$ cat config.mk
export PLATFORM = sky130hd
export DESIGN_NAME = decoder_2x4_seq
export DESIGN_NICKNAME = d
export VERILOG_FILES = /design/src/rtl/decoder_2x4_seq.sv
export SDC_FILE = /design/constraint.sdc
export NUM_CORES = 1
export LEC_CHECK = 0
export BUFFER_PORTS_ARGS = -buffer_cell sky130_fd_sc_hd__buf_2
export CAP_MARGIN = 20
export CORE_MARGIN = 4
export CORE_UTILIZATION = 47
export DETAILED_ROUTE_END_ITERATION = 16
export PLACE_DENSITY = 0.68
export SETUP_SLACK_MARGIN = 0.5
export SLEW_MARGIN = 25
export SYNTH_ARGS = -nofsm -noshare
export SYNTH_HDL_FRONTEND = slang
export SYNTH_SLANG_ARGS = --single-unit
$ cat constraint.sdc
create_clock -name clk -period 2.9 [get_ports clk]
set_input_delay 0.58 -clock clk [delete_from_list [all_inputs] [get_ports clk]]
set_output_delay 0.58 -clock clk [all_outputs]
set_load 0.05 [all_outputs]
$ cat src/rtl/decoder_2x4_seq.sv
// Sequenced 2-to-4 decoder: each accepted code drives a registered one-hot line for HOLD
// cycles, then forces GAP idle cycles. Define DEC_ERR_EN to add the sticky err/err_clr pair.
module decoder_2x4_seq #(
    parameter int CODE_W = 2,
    parameter int HOLD   = 3,
    parameter int GAP    = 1,
    localparam int OUT_W = 1 << CODE_W
) (
    input  logic              clk,
    input  logic              rst_n,
    input  logic [CODE_W-1:0] code_in,
    input  logic              valid_in,
`ifdef DEC_ERR_EN
    input  logic              err_clr,
    output logic              err,
`endif
    output logic              ready_out,
    output logic [OUT_W-1:0]  dec_out,
    output logic              dec_valid,
    output logic              busy
);

    if (CODE_W < 1 || CODE_W > 8) begin : g_bad_code_w
        $error("decoder_2x4_seq: CODE_W out of range");
    end
    if (HOLD < 1 || HOLD > 255) begin : g_bad_hold
        $error("decoder_2x4_seq: HOLD must be 1..255");
    end
    if (GAP < 0 || GAP > 255) begin : g_bad_gap
        $error("decoder_2x4_seq: GAP must be 0..255");
    end

    localparam logic [7:0] HOLD_LD = 8'(HOLD - 1);
    localparam logic [7:0] GAP_LD  = (GAP > 0) ? 8'(GAP - 1) : 8'd0;

    typedef enum logic [1:0] {
        ST_IDLE  = 2'd0,
        ST_DRIVE = 2'd1,
        ST_GAP   = 2'd2
    } state_t;

    state_t             state, state_nx;
    logic [7:0]         count, count_nx;
    logic [OUT_W-1:0]   dec_nx;
    logic               dec_valid_nx;
    logic               accept;

    assign busy      = (state != ST_IDLE);
    assign ready_out = ~busy;
    assign accept    = valid_in & ready_out;

    always_ff @(posedge clk or negedge rst_n) begin
        if (!rst_n) begin
            state     <= ST_IDLE;
            count     <= 8'd0;
            dec_out   <= '0;
            dec_valid <= 1'b0;
        end else begin
            state     <= state_nx;
            count     <= count_nx;
            dec_out   <= dec_nx;
            dec_valid <= dec_valid_nx;
        end
    end

    // The one-hot register doubles as the latched code for the whole pulse.
    always_comb begin
        state_nx     = state;
        count_nx     = count;
        dec_nx       = dec_out;
        dec_valid_nx = dec_valid;
        case (state)
            ST_IDLE: begin
                if (accept) begin
                    state_nx     = ST_DRIVE;
                    count_nx     = HOLD_LD;
                    dec_nx       = OUT_W'(1) << code_in;
                    dec_valid_nx = 1'b1;
                end
            end
            ST_DRIVE: begin
                if (count == 8'd0) begin
                    dec_nx       = '0;
                    dec_valid_nx = 1'b0;
                    if (GAP > 0) begin
                        state_nx = ST_GAP;
                        count_nx = GAP_LD;
                    end else begin
                        state_nx = ST_IDLE;
                    end
                end else begin
                    count_nx = count - 8'd1;
                end
            end
            ST_GAP: begin
                if (count == 8'd0) begin
                    state_nx = ST_IDLE;
                end else begin
                    count_nx = count - 8'd1;
                end
            end
            default: begin
                state_nx     = ST_IDLE;
                count_nx     = 8'd0;
                dec_nx       = '0;
                dec_valid_nx = 1'b0;
            end
        endcase
    end

`ifdef DEC_ERR_EN
    // A dropped request in the same cycle as a clear leaves the flag set.
    always_ff @(posedge clk or negedge rst_n) begin
        if (!rst_n) begin
            err <= 1'b0;
        end else if (valid_in && !ready_out) begin
            err <= 1'b1;
        end else if (err_clr) begin
            err <= 1'b0;
        end
    end
`endif

endmodule
==> results.toml, run 1 <==
[cts]
path_clk_slew_ps = 80
hold_buffers = 0
cts.htree.levels = 1
cts_resized = 0
clock-root-buffer = "clkbuf_4"
cts.path.max_buffers = 2
cts_tree = "done"
post_cts_buffers = 0
cts_buffers = 3
insertion_delay_ps = 280
cts.sinks = 15

[worst_setup_path]
end_kind = "output port"
crit_slowest_cell = "dfrtp_1"
path_buf_inv = 2
worstRegToRegCells = 6
path_delay_family = "flip-flops"
path_cells = "or2_2, inv_1, buf_2"
path_class = "reg -> out"
cp.required_ps = 2320
cpPeakStageDelay_ps = 480
start_kind = "flop"
r2r-end = "dec_valid"
arrival_ps = 1470
r2r-start = "count[0]"
worst-r2r-setup-slack_ps = 930
critPathMaxFanout = 9

[floorplan]
rows = 14
die-area_um2 = 2510
fp.dieW_um = 50.1
ioPinCount = 12
core_area_um2 = 1590
start_util_pct = 52.3
die_y_um = 50.1

[logic_synthesis]
synth_adder_area_share_pct = 3.00
avgSynthCellArea_um2 = 10.2
seq_area_frac_synth_pct = 45.0
synthSimpleGateAreaFrac_pct = 18.8
synth.area.top_cells = "dfrtp_1, mux2i_1, o21ai_0"
yosys_warnings = 0
synth_area_leader_cell = "dfrtp_1"
synth_top_family_by_area = "compound AO/OA/AOI/OAI gates"
syn-num-nets = 89
synthXorXnorAreaFrac_pct = 0
netlist-cell-type-count = 34
synthCells = 82
synth_compound_area_share_pct = 22.2
yosysTopAreaCellShare_pct = 45.0
synth_seq_cells = 15
synthMuxAreaShare_pct = 6.01
synth_area_um2 = 833

[cells_and_area]
drive_gt1_share_pct = 22.6
diodes = 0
area_delta_synth_final_pct = 10.4
multi_input_area_um2 = 417
final_common_cell = "dfrtp_1"
layout_common_cells = "dfrtp_1, buf_2, o21ai_0, nor2_1, mux2i_1"
finalInstanceArea_um2 = 920
layout.cells.non_filler = 117
seq_area_um2 = 375
fin_nets = 101
n_fill_cell = 144

[sta]
setup_viol = 0
hold_viol_final = 0
period_share_pct = 70.7
max_slew.worst_pin.slew_ps = 514
drv_slew = 0
max_clock_freq_ghz = 0.488
slew_headroom_pct = 65.6
hold_slack_ps = 185
rsz0062_at_grt = "false"
tns_ps = 0
fin_crit_ps = 2050
fin_skew_ps = 0.923

[routing]
drc = 0
ant_nets = 0
wire_per_inst_um = 13.4
firstDrtPassIters = 4
viasPerCell = 5.49
vias = 642
wl_mm = 1.57
first_iter_violations = 11

[global_routing]
use_met3_pct = 5.72
grt_start_max_net_pins = 16
grt.total_usage_pct = 14.2
grt_use_met1_pct = 19.2
overflow = 0
antenna_found_initial = 0
busiest_layer = "met2"
grtUsageMet2_pct = 22.0
grt_pass1_vias = 585
grt_pass1_wl_mm = 2.72

[hold_path]
hold_path.class = "in -> async"

[placement]
io_buffers = 11
dp.cells = 113
postPlaceCellArea_um2 = 892
gp_congestion = 0.782
dp_hpwl_mm = 1.20

[flow_run]
cap_violations = 0

[run_status]
status = "finished, final reports clean"
per-layer routing:
layer  vias to the layer above  share of wire, %
li1                        323                 -
met1                       305                48
met2                        14                46
met3                         0               5.6
met4                         0                 0
met5                         -                 0
cells by family after synthesis:
family | after synthesis
AO/OA/AOI/OAI | 27
AND/OR/NAND/NOR | 25
flip-flops | 15
buffers and inverters | 8
multiplexers | 5
adder cells (fa/ha/maj) | 2
through the flow:
step	worst slack (ps)	utilization [%]
finish	851	57.7
detailed placement	968	56.0
global route	752	57.7
global placement	1050	56.0
CTS	843	57.7
floorplan	1020	-
area by class of cell:
class,count,share of cell area [%]
Clock buffer,3,2.45
Clock inverter,1,0.544
Inverter,4,1.63
Multi-Input combinational cell,59,45.3
Sequential cell,15,40.8
Tap cell,24,3.27
Timing Repair Buffer,11,5.99
cell usage after synthesis:
master / number
dfrtp_1: 15
o21ai_0: 7
nor2_1: 6
mux2i_1: 5
a21oi_1: 4
inv_1: 4
o21bai_1: 4
a22o_1: 2
clkbuf_2: 2
ha_1: 2
nand2_1: 2
nand2b_1: 2
nor3_1: 2
nor3b_1: 2
nor4_2: 2
o2bb2ai_1: 2
o31ai_1: 2
a211o_1: 1
a21o_1: 1
a21oi_2: 1
a221oi_1: 1
and2_2: 1
and4b_1: 1
buf_2: 1
buf_6: 1
nor4_1: 1
o211ai_1: 1
o32ai_1: 1
or2_0: 1
or2_1: 1
or2_2: 1
or3_1: 1
or3_2: 1
or4_1: 1
worst max path at each step:
stage / startpoint / end / slack, ps / cells past startpoint
after floorplan: state[1] / ready_out / 1020 / 3
after global placement: count[0] / dec_valid / 1050 / 6
after detailed placement: count[0] / dec_out[0] / 970 / 6
after CTS: state[1] / ready_out / 840 / 3
after global routing: count[0] / dec_valid / 750 / 6
final: state[1] / ready_out / 850 / 3
flip-flops by register name (all words and copies together), names as in the netlist:
name       flops
dec_valid      1
count          8
dec_out        4
state          2
worst reg2reg max path: stages (launching register included):
cell and delay, ps:
dfrtp_1 400, inv_1 120, ha_1 170, nor3b_1 430, a21oi_2 220, or2_1 330, a21o_1 200
Power of run 1 is left out: the tool's default activity adds up to more than one toggle a clock period on the data nets, which glitch-free logic cannot reach.
==> run 2: changes to the inputs <==
PLACE_DENSITY = 0.7   (was 0.68)
clock period = 1.7 ns   (was 2.9 ns; I/O delays follow)
==> run 2 against run 1 <==
Compared with the run above: the run now ends with negative setup slack left; clock-buffer cell count unchanged; worst setup slack worse by 940 ps; critical path type is now reg -> reg; final area up 51%.
==> results.toml, run 2 (synthesis gave the netlist of run 1 again) <==
[cts]
cts.sinks = 15
clock-root-buffer = "clkbuf_4"
cts_tree = "done"
insertion_delay_ps = 300
cts.path.max_buffers = 2
cts.htree.levels = 1
path_clk_slew_ps = 120
cts_buffers = 3

[global_routing]
grt_pass1_vias = 836
overflow = 0
grt_use_met1_pct = 26.5
grt.total_usage_pct = 20.9
busiest_layer = "met2"
grt_pass1_wl_mm = 3.93
use_met3_pct = 6.63
antenna_found_initial = 0
grtUsageMet2_pct = 30.2
grt_start_max_net_pins = 16

[worst_setup_path]
end_kind = "flop"
arrival_ps = 2010
path_delay_family = "simple AND/OR/NAND/NOR gates"
path_class = "reg -> reg"
path_cells = "inv_2, ha_4, nor3b_4, and4b_2, or4_4, a21oi_2"
start_kind = "flop"
cp.required_ps = 1920
path_buf_inv = 1
crit_slowest_cell = "or4_4"
cp_num_cells = 6
critPathMaxFanout = 8
worstRegToRegCells = 6
cpPeakStageDelay_ps = 500

[cells_and_area]
layout_common_cells = "buf_4, dfrtp_1, buf_6, nor2_1"
fin_nets = 131
final_common_cell = "buf_4"
n_fill_cell = 68
multi_input_area_um2 = 581
area_delta_synth_final_pct = 66.5
largest_reg_flops = 8
drive_gt1_share_pct = 60.2
top_register = "count"
diodes = 0
seq_area_um2 = 380
reg_top3 = "count (8), dec_out (4), state (2)"

[placement]
dp_hpwl_mm = 1.21
gp_congestion = 0.783
io_buffers = 11
pre_cts_slack_ps = -10.2

[sta]
postLayoutSetupSlackWorst_ps = -93.8
rsz0062_at_grt = "true"
max_clock_freq_ghz = 0.557
slew_headroom_pct = 62.0
fin_crit_ps = 1790
hold_viol_final = 0
drv_slew = 0
period_share_pct = 106
max_slew.worst_pin.slew_ps = 566
setup_viol = 8
fin_skew_ps = 18.1

[floorplan]
core_area_um2 = 1590
rows = 14
die_y_um = 50.1
ioPinCount = 12
fp.dieW_um = 50.1
die-area_um2 = 2510
start_util_pct = 52.3

[routing]
wl_mm = 2.97
vias = 865
firstDrtPassIters = 4
ant_nets = 0
viasPerCell = 5.88
first_iter_violations = 23
drc = 0
wire_per_inst_um = 20.2

[hold_path]
hold_path_depth = 2
hold_path.class = "in -> reg"

[flow_run]
cap_violations = 0

[run_status]
status = "finished, violations left"
failed_checks = "negative setup slack"
run 2: worst paths after layout:
path / start / to / slack, ps
worst max-delay path: count[1] / count[3] / -90
worst min-delay path: code_in[1] / dec_out[1] / 260
worst max register to register: count[1] / count[3] / -90
worst min register to register: count[7] / count[7] / 600
max in group asynchronous: rst_n / count[2] / 920
min in group asynchronous: rst_n / state[1] / 470
run 2: worst reg2reg max path, cell delays in order (launching register included):
cell and delay, ps:
dfrtp_1 400, inv_2 70, ha_4 150, nor3b_4 150, and4b_2 300, or4_4 500
a21oi_2 140
run 2: through the flow:
stage | setup TNS (ps) | hold slack [ps] | cells | utilization, % | area, µm²
2_1_floorplan | 0 | 44.4 | 82 | - | 872
3_3_place_gp | -5.69 | 263 | 116 | 59.3 | 945
3_5_place_dp | -14.1 | 266 | 116 | 59.3 | 945
4_1_cts | 0 | 230 | 135 | 75.5 | 1200
5_1_grt | -1010 | 267 | 147 | 87.0 | 1390
6_report | -343 | 257 | 147 | 87.0 | 1390
run 2: layout make-up:
class / instances / area share (%)
multi-input combinational: 59 / 41.8
sequential: 15 / 27.4
timing repair buffer: 41 / 25.2
tap: 24 / 2.16
clock buffer: 3 / 1.62
inverter: 4 / 1.35
clock inverter: 1 / 0.361
run 2: what timing repair did:
item,4_1_cts,5_1_grt
endpoints found under the setup margin,22,22
hold endpoints to repair,15,0
cloned,0,1
setup buffers,14,11
pin swaps,14,10
gates resized for setup,34,19
hold buffers,1,0
run 2: routing by layer:
metal,vias up,wire (µm)
met4,0,41
met3,6,157
met2,34,1470
li1,390,-
met5,-,0
met1,435,1300
Power of run 2 is left out for the same reason.
==> run 3: changes to the inputs <==
CORE_MARGIN = unset   (was 4)
==> run 3 against run 2 <==
Compared with the run above: the flow now finishes without violations; register-to-register slack better by 110 ps; cell count is 10% lower; via count is 9.7% lower; maximum frequency is 6.3% higher; final area is 7.6% lower; flip-flop and latch count stayed put; non-clock buffer count is 7 lower; largest cell class unchanged.
==> results.toml, run 3 (synthesis gave the netlist of run 1 again) <==
[run_status]
status = "finished, final reports clean"

[routing]
wl_mm = 2.19
firstDrtPassIters = 6
drc = 0
wire_per_inst_um = 16.6
first_iter_violations = 19
viasPerCell = 5.92
ant_nets = 0
vias = 781

[worst_setup_path]
critPathMaxFanout = 7
arrival_ps = 1900
start_kind = "flop"
path_class = "reg -> reg"
crit_start = "count[1]"
end_kind = "flop"
r2r-start = "count[1]"
cp.required_ps = 1910

[sta]
max_slew.worst_pin.slew_ps = 500
max_clock_freq_ghz = 0.593
drv_slew = 0
hold_slack_ps = 255
slew_headroom_pct = 66.4
fin_skew_ps = 1.17
period_share_pct = 99.2
rsz0062_at_grt = "true"
hold_viol_final = 0
setup_viol = 0
fin_crit_ps = 1690

[floorplan]
fp.dieW_um = 44.1
die_y_um = 44.1
ioPinCount = 12
core_area_um2 = 1580
die-area_um2 = 1950
start_util_pct = 52.9
rows = 14

[cts]
cts_buffers = 3
clock-root-buffer = "clkbuf_4"
cts.sinks = 15
insertion_delay_ps = 280
path_clk_slew_ps = 90
cts_tree = "done"
cts.htree.levels = 1
cts.path.max_buffers = 2

[cells_and_area]
layout_common_cells = "buf_4, dfrtp_1, buf_6, nor2_1"
layout.cells.non_filler = 132
final_common_cell = "buf_4"
multi_input_area_um2 = 552
finalInstanceArea_um2 = 1280
diodes = 0
fin_nets = 124
fin_util_pct = 81.3
top_register = "count"
n_fill_cell = 88
seq_area_um2 = 380
largest_reg_flops = 8
drive_gt1_share_pct = 57.8
area_delta_synth_final_pct = 53.9
reg_top3 = "count (8), dec_out (4), state (2)"

[global_routing]
antenna_found_initial = 0
grt_start_max_net_pins = 16
grt_pass1_vias = 774
grt.total_usage_pct = 25.4
overflow = 0
grt_pass1_wl_mm = 3.57

[placement]
dp_hpwl_mm = 1.16
gp_congestion = 0.761
io_buffers = 11
postPlaceCellArea_um2 = 942
dp.cells = 109

[flow_run]
cap_violations = 0

[hold_path]
hold_path.class = "in -> reg"
hold_start = "code_in[1]"
==> run 3: changes by cell type in the layout (fill, tap and decap cells not counted), sizes merged <==
cell    change
buf         -7
clkbuf      +1
clkinv      -1
==> run 3: worst paths after layout <==
path                              end  slack [ps]  cells after the start
hold reg to reg            dec_out[3]         520                      1
min in group asynchronous    count[6]         490                      2
setup reg to reg             count[2]          10                      6
max in group asynchronous    count[2]         940                      2
hold / removal             dec_out[1]         260                      2
setup / recovery             count[2]          10                      6
==> run 3: final cells by class <==
| cell class | count | share of cell area (%) |
|---|---|---|
| Inverter | 4 | 1.46 |
| Clock buffer | 4 | 2.05 |
| Tap cell | 16 | 1.56 |
| Timing Repair Buffer | 34 | 22.2 |
| Multi-Input combinational cell | 59 | 43.0 |
| Sequential cell | 15 | 29.7 |
==> run 3: through the flow <==
step / setup TNS (ps) / worst slack, ps
2_1_floorplan: 0 / 25.2
3_3_place_gp: 0 / 18.6
3_5_place_dp: -53.2 / -29.0
4_1_cts: 0 / 14.1
5_1_grt: -74.8 / -22.9
6_report: 0 / 13.0
==> run 3: timing repair <==
item                                   CTS  global route
gates cloned                             0             0
setup endpoints to repair               22            22
setup buffers                           11             7
hold buffers                             1             0
pin swaps                                7             7
gates resized for setup                 28            17
endpoints found under the hold margin   15             0
==> run 3: metal layers <==
metal / global-route usage (%) / wire [µm]
met5: 0 / 0
met4: 6.67 / 11
met3: 4.90 / 61
met2: 42.4 / 1140
met1: 33.9 / 978
==> run 3: critical path, stage by stage, from the launching register on <==
cell     delay [ps]
dfrtp_1         380
inv_2            60
ha_4            140
nor3b_4         140
and4b_2         260
or3_2           480
a21oi_2         130
Power of run 3 is left out for the same reason.
